===== config.mk =====
export PLATFORM = sky130hd
export DESIGN_NAME = dnn_mac_scheduler
export DESIGN_NICKNAME = d
export VERILOG_FILES = /design/src/rtl/dnn_mac_scheduler.sv
export SDC_FILE = /design/constraint.sdc
export NUM_CORES = 1
export LEC_CHECK = 0
export ABC_AREA = 0
export ABC_CLOCK_PERIOD_IN_PS = 21100
export CAP_MARGIN = 20
export CORE_MARGIN = 5
export CORE_UTILIZATION = 55
export DETAILED_ROUTE_END_ITERATION = 16
export PLACE_DENSITY = 0.8
export SYNTH_ARGS = -nofsm -noshare
export SYNTH_HDL_FRONTEND = slang
export SYNTH_SLANG_ARGS = --single-unit

===== constraint.sdc =====
create_clock -name clk -period 21.1 [get_ports clk]
set_input_delay 4.22 -clock clk [delete_from_list [all_inputs] [get_ports clk]]
set_output_delay 4.22 -clock clk [all_outputs]
set_load 0.005 [all_outputs]

===== src/rtl/dnn_mac_scheduler.sv =====
// dnn_mac_scheduler: 4-4-2 ReLU network evaluated on one shared
// multiplier and accumulator, one multiply-accumulate per cycle.
module dnn_mac_scheduler (
  input  logic        clk,
  input  logic        rst,
  input  logic        in_valid,
  output logic        in_ready,
  input  logic [19:0] x_flat,
  input  logic [79:0] w1_flat,
  input  logic [39:0] w2_flat,
  output logic [16:0] out0,
  output logic [16:0] out1,
  output logic        out_valid,
  input  logic        out_ack,
  output logic        busy
);

  typedef enum logic [1:0] {
    IDLE = 2'd0,
    L1   = 2'd1,
    L2   = 2'd2,
    DONE = 2'd3
  } state_t;

  state_t            state_q, state_d;
  logic [3:0]        cnt_q, cnt_d;
  logic [16:0]       acc_q, acc_d;
  logic [3:0][11:0]  h_q, h_d;
  logic [3:0][4:0]   x_q, x_d;
  logic [15:0][4:0]  w1_q, w1_d;
  logic [7:0][4:0]   w2_q, w2_d;
  logic [16:0]       out0_q, out0_d;
  logic [16:0]       out1_q, out1_d;
  logic              out_valid_q, out_valid_d;

  logic              in_l1;
  logic [4:0]        x_sel;
  logic [4:0]        w_sel;
  logic [11:0]       h_sel;
  logic signed [16:0] op_a;
  logic signed [16:0] op_b;
  logic signed [16:0] prod;
  logic [16:0]       base;
  logic [16:0]       sum;
  logic [11:0]       relu;

  // Shared datapath: operand mux, multiplier and accumulator adder.
  // Layer-1 steps use x_i * w1, layer-2 steps use h_j * w2; the
  // running sum restarts whenever the low counter bits are zero.
  always_comb begin
    in_l1 = (state_q == L1);
    x_sel = x_q[cnt_q[1:0]];
    w_sel = in_l1 ? w1_q[cnt_q] : w2_q[cnt_q[2:0]];
    h_sel = h_q[cnt_q[1:0]];
    op_a  = in_l1 ? {{12{x_sel[4]}}, x_sel} : {5'b0, h_sel};
    op_b  = {{12{w_sel[4]}}, w_sel};
    prod  = op_a * op_b;
    base  = (cnt_q[1:0] == 2'd0) ? 17'd0 : acc_q;
    sum   = base + prod;
    relu  = sum[16] ? 12'd0 : sum[11:0];
  end

  // Next-state and datapath register updates for the scheduler FSM.
  always_comb begin
    state_d     = state_q;
    cnt_d       = cnt_q;
    acc_d       = acc_q;
    h_d         = h_q;
    x_d         = x_q;
    w1_d        = w1_q;
    w2_d        = w2_q;
    out0_d      = out0_q;
    out1_d      = out1_q;
    out_valid_d = out_valid_q;
    unique case (state_q)
      IDLE: begin
        if (in_valid) begin
          x_d     = x_flat;
          w1_d    = w1_flat;
          w2_d    = w2_flat;
          cnt_d   = 4'd0;
          state_d = L1;
        end
      end
      L1: begin
        acc_d = sum;
        if (cnt_q[1:0] == 2'd3) begin
          h_d[cnt_q[3:2]] = relu;
        end
        cnt_d = cnt_q + 4'd1;
        if (cnt_q == 4'd15) begin
          state_d = L2;
        end
      end
      L2: begin
        acc_d = sum;
        if (cnt_q[1:0] == 2'd3) begin
          if (cnt_q[2]) begin
            out1_d = sum;
          end else begin
            out0_d = sum;
          end
        end
        if (cnt_q == 4'd7) begin
          cnt_d       = 4'd0;
          out_valid_d = 1'b1;
          state_d     = DONE;
        end else begin
          cnt_d = cnt_q + 4'd1;
        end
      end
      DONE: begin
        if (out_ack) begin
          out_valid_d = 1'b0;
          state_d     = IDLE;
        end
      end
      default: begin
        state_d = IDLE;
      end
    endcase
  end

  // State and datapath registers, cleared asynchronously by rst.
  always_ff @(posedge clk or posedge rst) begin
    if (rst) begin
      state_q     <= IDLE;
      cnt_q       <= '0;
      acc_q       <= '0;
      h_q         <= '0;
      x_q         <= '0;
      w1_q        <= '0;
      w2_q        <= '0;
      out0_q      <= '0;
      out1_q      <= '0;
      out_valid_q <= 1'b0;
    end else begin
      state_q     <= state_d;
      cnt_q       <= cnt_d;
      acc_q       <= acc_d;
      h_q         <= h_d;
      x_q         <= x_d;
      w1_q        <= w1_d;
      w2_q        <= w2_d;
      out0_q      <= out0_d;
      out1_q      <= out1_d;
      out_valid_q <= out_valid_d;
    end
  end

  assign in_ready  = (state_q == IDLE);
  assign busy      = (state_q == L1) || (state_q == L2);
  assign out0      = out0_q;
  assign out1      = out1_q;
  assign out_valid = out_valid_q;

endmodule


After elaboration in Yosys (flattened, before gate mapping):

Index checks and enable logic that the tools add are counted.

* register bits after elaboration: 246
* input port bits: 144
* logic and storage cells: 97

* $add $sub $neg: 2
* multipliers: 1
* $lt $le $gt $ge: 5
* eq/ne operators: 10
* multiplexer cells: 26
* bitwise operators: 1
* reduce and logical (&&, ||, !) cells: 14

Operators by type and width (number)
* $bwmux W48: 1
* $mux W12: 3
* $mux W17: 2
* $bmux W12 S2: 1
* $demux W12 S2: 1
* $bmux W5 S4: 1
* $mux W5: 4
* $add A17 B17 Y17: 1
* $mul A17 B5 Y17: 1
* $bmux W5 S3: 1
* $pmux W4 S3: 1
* $bmux W5 S2: 1
* $reduce_and A3 Y1: 3
* $mux W2: 4
* $mux W4: 2
* $pmux W2 S4: 1
* $eq A2 B2 Y1 const B: 3
* $lt A2 B3 Y1 const B: 2
* $ne A2 B2 Y1 const B: 3
* $reduce_and A2 Y1: 3
* $lt A4 B5 Y1 const B: 1
* $add A4 B1 Y4 const B: 1
* $eq A4 B3 Y1 const B: 1
* $eq A4 B4 Y1 const B: 1
* 14 further kinds: 16

Longest topological paths before layout:

Gate-level depths: netlist of run 1.

* word-level depth: 7
* depth in mapped cells: 26
* gate-level depth less buffers: 22

Least setup slack after synthesis of run 1:

OpenSTA, ideal clock, no wires.

* kind: register to register
* start: register cnt_q[0]
* end: register h_q[42] (netlist name)
* library setup time: 0.140 ns
* data arrival time: 6.711 ns
* slack: 14.249 ns
* stages on the path, launching flop included: 25
* path buffers: 6
* cell sequence: dfrtp_1 > buf_6 > buf_2 > buf_2 > buf_2 > buf_2 > mux4_2 > mux2i_1 > nand2_1 > fa_1 > fa_1 > inv_1 > fa_1 > inv_1 > fa_1 > inv_1 > ha_1 > a21o_1 > a21oi_1 > o21ai_1 > a31oi_1 > o31ai_1 > xnor2_2 > buf_2 > o31ai_1

* cells in the longest elaborated chain, start to end: 7
* elaborated cells between the ends (all ways): 18
* classes of those cells: add/sub: 1; mul: 1; eq/ne: 1; mux: 13; reduce/logical: 2

Ends and longest elaborated chain
* start: declaration: line 26 `logic [3:0] cnt_q, cnt_d;`
* start signal: assignment: line 139 `cnt_q <= cnt_d;`
* $bmux W5 S4, or another cell as far along: line 53 `w_sel = in_l1 ? w1_q[cnt_q] : w2_q[cnt_q[2:0]];`
* $mux W5 (implied by the code), or another cell as far along: line 53
* $mux W5 or $mux W17 (tied branches): line 53, 55
* $mul A17 B5 Y17: line 57 `prod = op_a * op_b;`
* $add A17 B17 Y17: line 59 `sum = base + prod;`
* $mux W12: line 60 `relu = sum[16] ? 12'd0 : sum[11:0];`
* $bwmux W48: line 88 `h_d[cnt_q[3:2]] = relu;`
* end signal: assignment: line 130 `h_q <= '0;`
* end signal: assignment: line 141 `h_q <= h_d;`
* end: declaration: line 28 `logic [3:0][11:0] h_q, h_d;`

Several ways; a longest one is shown, not always the timed one. The select of a mux whose other input is x is not followed.
A chain may end at the register's enable or synchronous reset.

Worst setup path after layout of run 1:

* start: register cnt_q[0]
* end: register h_q[20] (netlist name)

Same word-level chain as after synthesis.

==> impl_metrics.py, run 1 <==
metrics = {
    "layout": {
        "insertedDiodeCount": 0,
        "fin_nets": 1437,
        "drive_gt1_frac": 0.240,
        "final_common_cell": "dfrtp_1",
        "fin_area_um2": 16200,
        "synthToLayoutAreaGrowth_pct": 22.5,
        "layout_common_cells": "dfrtp_1, clkdlybuf4s50_1, mux2_2, nand2_1, nor2_1",
    },
    "die": {
        "dieWidth_um": 165,
        "die_area_um2": 27300,
        "start_util": 0.562,
        "placementRows": 56,
        "pin_count": 181,
        "die_h_um": 165,
        "design.core.area_um2": 23600,
    },
    "clock_network": {
        "cts_sinks": 246,
        "clock-root-buffer": "clkbuf_16",
        "cts_buffer_depth": 3,
        "path_clk_slew_ns": 0.06,
        "htree_num_levels": 1,
        "tritoncts": "built",
        "cts_buffers": 27,
        "cts_resized": 0,
        "cts_hold_buf": 0,
        "post-cts-setup-buffers": 0,
        "worstSkewPairLatency_ns": 0.56,
    },
    "hold_path": {
        "whs_path_depth": 2,
        "hold_class": "reg -> reg",
    },
    "global_routing": {
        "globalRoute.totalOverflow": 0,
        "grtUsageMet2": 0.383,
        "first_global_vias": 9384,
        "grt.total_usage": 0.235,
        "grt-busiest-layer": "met2",
        "antenna_found_initial": 0,
        "grt_pass1_wl_mm": 50.5,
        "use_met1": 0.325,
        "grt_use_met3": 0.0462,
        "grt_max_degree": 109,
    },
    "route": {
        "drt_iter0_markers": 551,
        "drtPass1Iterations": 4,
        "antenna_left": 0,
        "avgViaCountPerCell": 5.67,
        "wire_per_inst_um": 20.5,
        "drt-total-wl_mm": 31.5,
        "drc_errors": 0,
        "via_count": 8717,
    },
    "sta": {
        "rsz0062_at_grt": "false",
        "hold_viol_final": 0,
        "setup_viol": 0,
        "min_period_ns": 8.17,
        "slew_viol_final": 0,
        "tightest_slew_ns": 1.01,
        "period_share": 0.387,
        "finalWorstSetupSlack_ns": 12.93,
        "fin_skew_ns": 0.0238,
        "tns_ns": 0,
        "fmax_mhz": 122,
        "slew_headroom": 0.328,
    },
    "synth": {
        "synth_ff_type": "dfrtp_1",
        "yosysSeqAreaShare": 0.464,
        "syn_inst": 1031,
        "yosysUniqueCellTypes": 44,
        "synth.area.top_cells": "dfrtp_1, mux2_2, mux4_2",
        "ys.warnings.count": 0,
        "yosysTopAreaCellShare": 0.464,
        "async_flop_share": 1.00,
        "syn-cell-area_um2": 13300,
        "synth_edf_count": 0,
        "yosys.area.top_type": "dfrtp_1",
        "ys_ff_latch": 246,
        "syn_avg_cell_area_um2": 12.9,
        "syn-num-nets": 1270,
    },
    "critical_path": {
        "cp.required_ns": 21.49,
        "path_class": "reg -> reg",
        "crit_family": "adder cells",
        "crit_path_start_kind": "flip-flop",
        "cp_slowest_cell": "a21oi_1",
        "reg2reg_setup_slack_ns": 12.93,
        "worstPathArrival_ns": 8.55,
        "worstPathMaxFanout": 51,
        "cp.depth": 22,
        "crit_buf_inv": 6,
        "path_cells": "buf_4 > mux4_2 > mux4_2 > a21oi_1 > nor2_1 > fa_1 > inv_1 > fa_1 > inv_1 > fa_1 > inv_1 > fa_1 > inv_1 > ha_1 > a21o_1 > a21oi_1 > o21ai_1 > a31oi_1 > o31ai_1 > xnor2_4 > buf_4 > o31ai_1",
        "slowest_delay_ns": 0.82,
        "worstSetupEndpointType": "flip-flop",
        "worst_r2r_path_depth": 22,
    },
    "place": {
        "globalplace.congestion": 0.931,
        "dp_hpwl_mm": 22.6,
        "placed_cell_area_um2": 15300,
        "place_ws_ns": 12.95,
        "io_buffers": 180,
    },
    "run_status": {
        "outcome": "finished, final reports clean",
    },
    "flow_run": {
        "drv_cap": 0,
    },
}
stage by stage:
step           std cells  utilization  hold WS, ns
2_1_floorplan       1031            -        0.443
3_3_place_gp        1488        0.650        0.455
3_5_place_dp        1488        0.650        0.461
4_1_cts             1538        0.688        0.476
5_1_grt             1538        0.688        0.496
6_report            1538        0.688        0.474
path summary, 6_finish.rpt:
path	end	from
max	h_q[20]	cnt_q[0]
min	h_q[36]	h_q[36]
max reg2reg	h_q[20]	cnt_q[0]
min reg2reg	h_q[36]	h_q[36]
max in group asynchronous	cnt_q[1]	rst
min in group asynchronous	h_q[28]	rst
area by class of cell:
cell class | count | area [um^2]
clock buffer | 35 | 746
clock inverter | 15 | 151
fill | 1701 | 7370
tap | 319 | 399
sequential | 246 | 6160
timing repair buffer | 197 | 1930
multi-input combinational | 683 | 6690
inverter | 43 | 169
flip-flops by register name, summed over array words and instances (netlist names):
signal / flops
state_q: 2
w1_q: 80
w2_q: 40
out0: 17
cnt_q: 4
out_valid: 1
acc_q: 17
h_q: 48
x_q: 20
out1: 17
worst min-delay path, cell delays in order, from the launching register on:
cell     delay [ns]
dfrtp_1        0.33
nand2_1        0.05
o31ai_1        0.06
cell families (layout without fill, tap and decap cells):
family	after synthesis	count (layout)	share of synthesized area
mux	224	224	0.232
xor+xnor	20	20	0.0143
fa+ha+maj	95	95	0.120
flops	246	246	0.464
buf+inv	102	290	0.0329
simple gates	220	220	0.0714
compound gates	124	124	0.0656
per-layer routing:
metal | routed length (um) | part of all wire
met5 | 0 | 0
met4 | 1030 | 0.033
met3 | 1890 | 0.060
met2 | 15500 | 0.49
met1 | 13100 | 0.42
cells in the mapped netlist, drive strengths merged, types with 11 or more instances:
cell / count
buf: 19
xnor2: 14
dfrtp: 246
a21oi: 24
nand2: 97
mux2i: 11
mux4: 50
ha: 41
inv: 43
nor2b: 18
fa: 54
o31ai: 50
mux2: 163
clkbuf: 40
o21ai: 32
nor2: 72
Power of run 1 is not shown: default switching activity piles up to over one toggle a cycle in this logic, so the estimate is an artifact.
==> run 2: changes to the inputs <==
Settings changed: ABC_CLOCK_PERIOD_IN_PS 21100 to 7000, CORE_UTILIZATION 55 to 50, PLACE_DENSITY 0.8 to 0.77.
Clock period 21.1 ns to 7 ns, I/O delays scaled along.
==> run 2 against run 1 <==
Wire length rose by 2.1%. Non-clock buffer count up 21. Cell count increased by 2.4%. Critical endpoint is now out1[15]. Register-to-register slack got worse by 13 ns. Worst setup slack lost 13 ns. Worst hold slack about the same. First-iteration DRC count grew 16%. Clock skew down 0.0076 ns. Critical path depth down 1. Flip-flop and latch count is the same. Final area grew 1.2%. Sequential share of layout area decreased by 0.44 points.
==> impl_metrics.py, run 2 (synthesis gave the netlist of run 1 again) <==
metrics = {
    "sta": {
        "slew_viol_final": 0,
        "min_period_ns": 6.63,
        "rsz0062_at_grt": "false",
        "tns_ns": 0,
        "setup_viol": 0,
        "hold_viol_final": 0,
        "period_share": 0.947,
        "fmax_mhz": 151,
        "tightest_slew_ns": 1.04,
        "slew_headroom": 0.306,
        "fin_skew_ns": 0.0162,
    },
    "die": {
        "start_util": 0.509,
        "die_h_um": 173,
        "die_area_um2": 29900,
        "pin_count": 181,
        "design.core.area_um2": 26100,
        "dieWidth_um": 173,
        "placementRows": 59,
    },
    "critical_path": {
        "reg2reg_setup_slack_ns": 0.37,
        "path_common_cell": "fa_1",
        "crit_path_start_kind": "flip-flop",
        "crit_family": "adder cells",
        "worstPathArrival_ns": 7.04,
        "cp_slowest_cell": "dfrtp_4",
        "worst_r2r_path_depth": 21,
        "path_class": "reg -> reg",
        "r2r-start": "cnt_q[0]",
        "cp.required_ns": 7.41,
        "slowest_delay_ns": 0.63,
        "r2r-end": "out1[15]",
        "worstPathMaxFanout": 13,
        "worstSetupEndpointType": "flip-flop",
        "path_cells": "buf_16 > mux4_2 > mux4_2 > a21oi_1 > nor2_1 > fa_1 > inv_1 > fa_1 > inv_1 > fa_1 > inv_1 > fa_1 > inv_1 > fa_1 > a21o_1 > a21oi_1 > o21ai_1 > a41oi_1 > o21ai_1 > xor2_1 > mux2_1",
        "crit_buf_inv": 5,
    },
    "global_routing": {
        "antenna_found_initial": 2,
        "first_global_vias": 9398,
        "grt_max_degree": 124,
        "globalRoute.totalOverflow": 0,
        "grt.total_usage": 0.212,
        "grt_pass1_wl_mm": 51.7,
    },
    "clock_network": {
        "cts_sinks": 246,
        "tritoncts": "built",
        "cts_buffer_depth": 3,
        "cts_hold_buf": 0,
        "worstSkewPairLatency_ns": 0.53,
        "path_clk_slew_ns": 0.06,
        "clock-root-buffer": "clkbuf_16",
        "cts_buffers": 26,
        "htree_num_levels": 1,
    },
    "layout": {
        "biggestRegsByFlops": "w1_q (80), h_q (48), w2_q (40)",
        "fin_nets": 1457,
        "layout_common_cells": "dfrtp_1, clkdlybuf4s50_1, mux2_2, nand2_1, nor2_1",
        "final_common_cell": "dfrtp_1",
        "largest_reg_flops": 80,
        "drive_gt1_frac": 0.247,
        "regMostFlops": "w1_q",
        "synthToLayoutAreaGrowth_pct": 24.0,
        "fill_cells": 1958,
    },
    "route": {
        "drtPass1Iterations": 6,
        "wire_per_inst_um": 20.4,
        "drt_iter0_markers": 641,
        "drt-total-wl_mm": 32.1,
        "drc_errors": 0,
        "avgViaCountPerCell": 5.60,
        "via_count": 8820,
        "antenna_left": 0,
    },
    "hold_path": {
        "whs_path_depth": 2,
        "worstHoldStart": "h_q[45]",
        "holdPathEnd": "h_q[45]",
        "hold_class": "reg -> reg",
    },
    "place": {
        "io_buffers": 180,
        "globalplace.congestion": 0.916,
        "dp_hpwl_mm": 23.7,
    },
    "run_status": {
        "outcome": "finished, final reports clean",
    },
    "flow_run": {
        "drv_cap": 0,
    },
}
-- run 2: layout make-up --
cell class	instances	area, um^2	share of cell area
clock buffers	38	737	0.0448
inverters	43	165	0.0100
clock inverters	10	87.6	0.00533
multi-input cells	683	6690	0.407
flip-flops and latches	246	6160	0.375
well taps	335	419	0.0255
repair buffers	218	2180	0.132
diodes	2	5.00	0.000304
-- run 2: metrics by stage --
| step | hold slack, ns | std cells | setup slack (ns) | util | cell area (um^2) |
|---|---|---|---|---|---|
| after floorplan | 0.443 | 1031 | 0.149 | - | 13300 |
| after global placement | 0.456 | 1522 | 0.418 | 0.597 | 15600 |
| after detailed placement | 0.463 | 1522 | 0.259 | 0.597 | 15600 |
| after CTS | 0.475 | 1570 | 0.242 | 0.628 | 16400 |
| after global routing | 0.494 | 1575 | 0.0421 | 0.631 | 16400 |
| final | 0.475 | 1575 | 0.368 | 0.631 | 16400 |
-- run 2: how the worst max path moves through the flow --
stage / cells past startpoint / slack, ns / start / end
after floorplan: 24 / 0.15 / cnt_q[0] / h_q[43]
after global placement: 22 / 0.42 / cnt_q[0] / h_q[19]
after detailed placement: 22 / 0.26 / cnt_q[0] / h_q[19]
after CTS: 21 / 0.24 / cnt_q[0] / h_q[19]
after global routing: 21 / 0.04 / cnt_q[0] / out1[15]
final: 21 / 0.37 / cnt_q[0] / out1[15]
-- run 2: layer usage --
metal / vias up / global-route usage / wire length, um
met3: 71 / 0.0469 / 2150
met5: - / 0 / 0
met2: 299 / 0.340 / 15600
li1: 4003 / - / -
met1: 4447 / 0.291 / 13300
met4: 0 / 0.0665 / 1070
-- run 2: worst reg2reg max path, stage by stage, from the launching register on --
cell and delay (ns):
dfrtp_4 0.63, buf_16 0.21, mux4_2 0.51, mux4_2 0.49
a21oi_1 0.24, nor2_1 0.10, fa_1 0.56, inv_1 0.05
fa_1 0.48, inv_1 0.06, fa_1 0.53, inv_1 0.05
fa_1 0.53, inv_1 0.07, fa_1 0.47, a21o_1 0.17
a21oi_1 0.27, o21ai_1 0.15, a41oi_1 0.35, o21ai_1 0.14
xor2_1 0.18, mux2_1 0.30
-- run 2: timing repair --
action	CTS	global route
buffers inserted	0	2
resized for setup	0	0
endpoints found under the setup margin	0	45
Power of run 2 is left out for the same reason.
